**config.mk**
```make
export PLATFORM = sky130hd
export DESIGN_NAME = lsb_queue
export DESIGN_NICKNAME = d
export VERILOG_FILES = /design/src/rtl/lsb_queue.sv
export SDC_FILE = /design/constraint.sdc
export NUM_CORES = 2
export LEC_CHECK = 0
export BUFFER_PORTS_ARGS = -buffer_cell sky130_fd_sc_hd__buf_2
export CAP_MARGIN = 20
export CORE_UTILIZATION = 40
export DETAILED_ROUTE_END_ITERATION = 10
export MAX_ROUTING_LAYER = met4
export SKIP_CTS_REPAIR_TIMING = 1
export SLEW_MARGIN = 0
export SYNTH_ARGS = -nofsm -noshare
export SYNTH_HDL_FRONTEND = slang
export SYNTH_SLANG_ARGS = --single-unit
```
**constraint.sdc**
```tcl
create_clock -name clk -period 28.9 [get_ports clk]
set_input_delay 1.445 -clock clk [delete_from_list [all_inputs] [get_ports clk]]
set_output_delay 1.445 -clock clk [all_outputs]
set_load 0.005 [all_outputs]
```
**src/rtl/lsb_queue.sv**
```systemverilog
// lsb_queue: in-order load/store buffer with CDB operand capture and head-only memory issue.
// Define LSB_PERF_EN to add the perf_loads/perf_stores/perf_stall counters.
module lsb_queue #(
   parameter int DEPTH = 16,
   parameter int TAG_W = 4,
   parameter int CDB_N = 2
) (
   input  logic                    clk,
   input  logic                    rst,
   input  logic                    rdy,
   input  logic                    enq_valid,
   output logic                    enq_ready,
   input  logic                    enq_store,
   input  logic [1:0]              enq_size,
   input  logic                    enq_unsigned,
   input  logic [TAG_W-1:0]        enq_tag,
   input  logic [31:0]             enq_imm,
   input  logic [31:0]             enq_rs1_val,
   input  logic [31:0]             enq_rs2_val,
   input  logic                    enq_rs1_rdy,
   input  logic                    enq_rs2_rdy,
   input  logic [CDB_N-1:0]        cdb_valid,
   input  logic [CDB_N*TAG_W-1:0]  cdb_tag,
   input  logic [CDB_N*32-1:0]     cdb_data,
   input  logic                    commit_valid,
   input  logic [TAG_W-1:0]        commit_tag,
   input  logic                    flush,
   output logic                    mem_req,
   output logic                    mem_we,
   output logic [1:0]              mem_size,
   output logic [31:0]             mem_addr,
   output logic [31:0]             mem_wdata,
   input  logic                    mem_ack,
   input  logic [31:0]             mem_rdata,
   output logic                    out_valid,
   output logic [TAG_W-1:0]        out_tag,
   output logic [31:0]             out_data,
`ifdef LSB_PERF_EN
   output logic [31:0]             perf_loads,
   output logic [31:0]             perf_stores,
   output logic [31:0]             perf_stall,
`endif
   output logic [$clog2(DEPTH):0]  count
);
   localparam int PW = $clog2(DEPTH);
   typedef enum logic [1:0] {IDLE, WAIT, DONE} state_e;
   state_e state_q, state_d;
   logic [PW:0] head_q, head_d, tail_q, tail_d;
   logic [DEPTH-1:0] v_q, v_d, st_q, st_d, un_q, un_d, r1r_q, r1r_d, r2r_q, r2r_d, cm_q, cm_d;
   logic [1:0] sz_q [DEPTH], sz_d [DEPTH];
   logic [TAG_W-1:0] tag_q [DEPTH], tag_d [DEPTH];
   logic [31:0] imm_q [DEPTH], imm_d [DEPTH], r1_q [DEPTH], r1_d [DEPTH], r2_q [DEPTH], r2_d [DEPTH];
   logic mem_req_q, mem_req_d, mem_we_q, mem_we_d, disc_q, disc_d, out_valid_q, out_valid_d;
   logic [1:0] mem_size_q, mem_size_d;
   logic [31:0] mem_addr_q, mem_addr_d, mem_wdata_q, mem_wdata_d, out_data_q, out_data_d;
   logic [TAG_W-1:0] out_tag_q, out_tag_d;
   logic [PW-1:0] h, t;
   logic full, elig, launch, ack, enq;
   logic [31:0] ld, wd;

   function automatic logic [32:0] snoop(input logic r, input logic [31:0] x);
      logic [32:0] s;
      s = {r, x};
      for (int c = CDB_N - 1; c >= 0; c--)
         if (!r && cdb_valid[c] && cdb_tag[c*TAG_W +: TAG_W] == x[TAG_W-1:0]) s = {1'b1, cdb_data[c*32 +: 32]};
      return s;
   endfunction

   assign h = head_q[PW-1:0];
   assign t = tail_q[PW-1:0];
   assign count = tail_q - head_q;
   assign full = count[PW];
   assign enq_ready = ~full;
   assign elig = v_q[h] & r1r_q[h] & r2r_q[h] & (~st_q[h] | cm_q[h]);
   // A flush holds off a new issue for one cycle so nothing speculative leaves the block.
   assign launch = state_q == IDLE && elig && !flush;
   assign ack = state_q == WAIT && mem_ack;
   assign enq = enq_valid & ~full & ~flush;
   assign ld = sz_q[h] == 2'd0 ? {{24{~un_q[h] & mem_rdata[7]}}, mem_rdata[7:0]} :
               sz_q[h] == 2'd1 ? {{16{~un_q[h] & mem_rdata[15]}}, mem_rdata[15:0]} : mem_rdata;
   assign wd = sz_q[h] == 2'd0 ? {24'd0, r2_q[h][7:0]} : sz_q[h] == 2'd1 ? {16'd0, r2_q[h][15:0]} : r2_q[h];

   always_ff @(posedge clk)
      if (rst) state_q <= IDLE;
      else if (rdy) state_q <= state_d;

   always_comb state_d = launch ? WAIT : ack ? DONE : state_q == DONE ? IDLE : state_q;

   always_comb begin
      mem_req_d = launch | (mem_req_q & ~ack);
      mem_we_d = launch ? st_q[h] : mem_we_q;
      mem_size_d = launch ? sz_q[h] : mem_size_q;
      mem_addr_d = launch ? r1_q[h] + imm_q[h] : mem_addr_q;
      mem_wdata_d = launch ? wd : mem_wdata_q;
      out_valid_d = ack & ~mem_we_q & ~disc_q & ~flush;
      out_tag_d = ack && !mem_we_q ? tag_q[h] : out_tag_q;
      out_data_d = ack && !mem_we_q ? ld : out_data_q;
      disc_d = ~ack & (disc_q | (flush & state_q == WAIT & ~mem_we_q));
   end

   always_comb begin
      logic [PW:0] ncm;
      v_d = v_q;
      st_d = st_q;
      un_d = un_q;
      cm_d = cm_q;
      r1r_d = r1r_q;
      r2r_d = r2r_q;
      sz_d = sz_q;
      tag_d = tag_q;
      imm_d = imm_q;
      r1_d = r1_q;
      r2_d = r2_q;
      head_d = head_q;
      tail_d = tail_q;
      ncm = '0;
      for (int i = 0; i < DEPTH; i++)
         if (v_q[i]) begin
            {r1r_d[i], r1_d[i]} = snoop(r1r_q[i], r1_q[i]);
            {r2r_d[i], r2_d[i]} = snoop(r2r_q[i], r2_q[i]);
            cm_d[i] = cm_q[i] | (st_q[i] & commit_valid & (tag_q[i] == commit_tag));
         end
      if (enq) begin
         v_d[t] = 1'b1;
         st_d[t] = enq_store;
         un_d[t] = enq_unsigned;
         sz_d[t] = enq_size;
         tag_d[t] = enq_tag;
         imm_d[t] = enq_imm;
         {r1r_d[t], r1_d[t]} = snoop(enq_rs1_rdy, enq_rs1_val);
         {r2r_d[t], r2_d[t]} = snoop(enq_rs2_rdy, enq_rs2_val);
         cm_d[t] = enq_store & commit_valid & (enq_tag == commit_tag);
         tail_d = tail_q + (PW+1)'(1);
      end
      // The in-flight head stays allocated until its ack pops it, even when it is a discarded load.
      if (flush) begin
         for (int i = 0; i < DEPTH; i++) begin
            ncm = ncm + (PW+1)'(v_q[i] & cm_d[i]);
            if (!cm_d[i] && !(state_q == WAIT && PW'(i) == h)) v_d[i] = 1'b0;
         end
         tail_d = head_q + ncm + (PW+1)'(state_q == WAIT && !mem_we_q);
      end
      if (ack) begin
         v_d[h] = 1'b0;
         head_d = head_q + (PW+1)'(1);
      end
   end

   always_ff @(posedge clk)
      if (rst) begin
         head_q <= '0;
         tail_q <= '0;
         v_q <= '0;
         cm_q <= '0;
         mem_req_q <= 1'b0;
         mem_we_q <= 1'b0;
         mem_size_q <= '0;
         mem_addr_q <= '0;
         mem_wdata_q <= '0;
         out_valid_q <= 1'b0;
         out_tag_q <= '0;
         out_data_q <= '0;
         disc_q <= 1'b0;
      end else if (rdy) begin
         head_q <= head_d;
         tail_q <= tail_d;
         v_q <= v_d;
         st_q <= st_d;
         un_q <= un_d;
         cm_q <= cm_d;
         r1r_q <= r1r_d;
         r2r_q <= r2r_d;
         sz_q <= sz_d;
         tag_q <= tag_d;
         imm_q <= imm_d;
         r1_q <= r1_d;
         r2_q <= r2_d;
         mem_req_q <= mem_req_d;
         mem_we_q <= mem_we_d;
         mem_size_q <= mem_size_d;
         mem_addr_q <= mem_addr_d;
         mem_wdata_q <= mem_wdata_d;
         out_valid_q <= out_valid_d;
         out_tag_q <= out_tag_d;
         out_data_q <= out_data_d;
         disc_q <= disc_d;
      end

   assign mem_req = mem_req_q;
   assign mem_we = mem_we_q;
   assign mem_size = mem_size_q;
   assign mem_addr = mem_addr_q;
   assign mem_wdata = mem_wdata_q;
   assign out_valid = out_valid_q;
   assign out_tag = out_tag_q;
   assign out_data = out_data_q;

`ifdef LSB_PERF_EN
   always_ff @(posedge clk)
      if (rst) begin
         perf_loads <= '0;
         perf_stores <= '0;
         perf_stall <= '0;
      end else if (rdy) begin
         if (ack && !mem_we_q && !(&perf_loads)) perf_loads <= perf_loads + 32'd1;
         if (ack && mem_we_q && !(&perf_stores)) perf_stores <= perf_stores + 32'd1;
         if (state_q == IDLE && v_q[h] && !elig && !(&perf_stall)) perf_stall <= perf_stall + 32'd1;
      end
`endif
endmodule

```
==> reports/qor.yml <==
status: "completed"
wl_met1_mm: 170
syn_to_final_growth_pct: 9.91
rows: 190
finalCritPeriodShare_pct: 31.1
die_y_um: 523
cts_max_level: 4
max_stage_delay_ns: 1.04
routed_wl_mm: 466
avgSynthCellArea_um2: 11.0
antenna_found_initial: 32
route.met3.wl_mm: 73.4
ys_top_cells_by_count: "edfxtp_1, nor2_1, a21oi_1"
postSynthCellCount: 9902
grt_first_pass_wirelength_mm: 649
vias: 93009
dr.pass1.iters: 9
power_density_nw_per_um2: 51.3
postRouteAntennaNets: 0
clk_latency_ns: 0.92
ir_drop_mv: 0.0569
synthTopCellsByArea: "edfxtp_1, mux4_2, a21oi_1"
layout_min_cycle_time_ns: 9.00
yosysMostFrequentCell: "edfxtp_1"
cts_tree: "built"
port_buffers: 333
grt_pass1_vias: 86962
finalSetupViolations: 0
drt_iter0_drc: 17010
drcViolationCount: 0
rsz0062_at_grt: "no"
ys_seq_elements: 1846
finalClockSkew_ns: 0.0649
drive_gt1_share_pct: 16.6
multi_input_area_um2: 49900
post-dp-hpwl_mm: 258
design_area_um2: 119000
p_leak_uw: 0.0389
slowest_stage: "buf_4"
cts_made_buffers: 203
cp.arrival_ns: 9.82
synth_area_um2: 108000
fill_cells: 24686
wire_per_inst_um: 35.1
critPathCaptureType: "flip-flop"
yosysUniqueCellTypes: 71
cts_root_buffer: "clkbuf_16"
cap_violations: 0
regArea_um2: 54000
syn_nets: 10193
grt_usage_pct: 33.8
cts_buffer_depth: 4
drv_slew: 0
synth_edf_count: 1696
yosysTopAreaCell: "edfxtp_1"
yosys.area.top_type_share_pct: 46.9
worst-path-max-fanout: 77
critPathBufInv: 7
dieArea_um2: 273000
io-pin-count: 334
clkSinkCount: 1846
highest_layer: "met4"
viasPerCell: 7.01
power_uw: 6120
pre_cts_ws_ns: 20.15
max_freq_mhz: 111
hold_violations: 0
gp_congestion: 0.936
ys_seq_area_share_pct: 49.7
setup_ws_ns: 19.90
startpoint_type: "flip-flop"
fin_setup_tns_ns: 0
crit_family: "adder cells"
worstSetupPathType: "flip-flop to flip-flop"
coreArea_um2: 269000
grt-ovfl-total: 0
worstPathRequired_ns: 29.72
yosys_warnings: 0
placed_cell_area_um2: 113000
start_util_pct: 40.3
synthFlopType: "edfxtp_1"
cp_common_cell: "fa_1"
die_w_um: 523
async_flop_share_pct: 0
worstHoldPathType: "flip-flop to flip-flop"
final_nets: 9807
path_clk_slew_ns: 0.06
met2_length_mm: 196
grt_max_degree: 141
tightest_slew_ns: 1.31
slew_headroom_pct: 12.6
-- per-stage QoR --
| stage | hold WS (ns) | utilization, % | std cells |
|---|---|---|---|
| final | 0.463 | 44.3 | 13270 |
| after global routing | 0.481 | 44.3 | 13258 |
| after CTS | 0.463 | 44.3 | 13226 |
| after detailed placement | 0.452 | 42.0 | 12861 |
| after global placement | 0.444 | 42.0 | 12858 |
| after floorplan | 0.453 | - | 9902 |
-- cells in the final DEF, fill, tap and decap left out, types with 132 or more instances in the layout --
| master | netlist | routed |
|---|---|---|
| edfxtp_1 | 1696 | 1696 |
| clkbuf_16 | 0 | 205 |
| o21ai_0 | 451 | 451 |
| mux4_2 | 515 | 515 |
| nand2_1 | 497 | 496 |
| mux2i_1 | 177 | 177 |
| dfxtp_1 | 150 | 132 |
| buf_2 | 163 | 333 |
| o22ai_1 | 338 | 338 |
| a22o_1 | 673 | 673 |
| xnor2_1 | 175 | 174 |
| a21oi_1 | 1214 | 1203 |
| nor2_1 | 1245 | 1228 |
| a22oi_1 | 687 | 687 |
| buf_4 | 45 | 307 |
-- state kept, by name, indices dropped and copies added, names as in the netlist, 32 cells and up --
name and count:
r1_q 512, mem_addr 32, out_data 32, mem_wdata 32, imm_q 512, sz_q 32
tag_q 64, r2_q 512
-- per-layer routing --
metal,track usage [%],vias to the layer above
met5,-,-
met1,42.8,45353
li1,-,37457
met3,11.8,1720
met2,47.7,8479
met4,17.2,0
-- power breakdown --
part	internal [uW]	switching [uW]	total, uW
clock network	1430	1140	2570
registers	2990	44.1	3030
logic	160	355	515
total	4580	1540	6120
-- cells by family after synthesis --
kind of cell             after synthesis  share of synthesized area, %
AO/OA/AOI/OAI                       3584                          21.4
XOR/XNOR                             271                          2.19
adder cells (fa/ha/maj)               68                         0.881
buffers and inverters               1353                          5.19
flip-flops                          1846                          49.7
multiplexers                         707                          12.7
AND/OR/NAND/NOR                     2073                          7.99
-- tightest hold or removal path: cells and delay by family (launching register included) --
| family | cells | cell delay [ns] |
|---|---|---|
| AND/OR/NAND/NOR | 1 | 0.05 |
| flip-flops | 1 | 0.31 |
| AO/OA/AOI/OAI | 1 | 0.05 |
-- area by class of cell --
class | instances | share of cell area [%]
flip-flops and latches | 1846 | 45.3
multi-input cells | 6703 | 41.8
clock buffers | 283 | 4.66
well taps | 3552 | 3.73
repair buffers | 650 | 3.49
clock inverters | 82 | 0.576
inverters | 112 | 0.365
diodes | 42 | 0.0881
-- final timing paths --
check                   from         end  cells past startpoint  slack [ns]
hold / removal    out_tag[2]  out_tag[2]                      2        0.46
setup reg to reg   head_q[2]   tail_q[4]                     26       19.90
setup / recovery   head_q[2]   tail_q[4]                     26       19.90
hold reg to reg   out_tag[2]  out_tag[2]                      2        0.46
(Power assumes the default switching activity.)
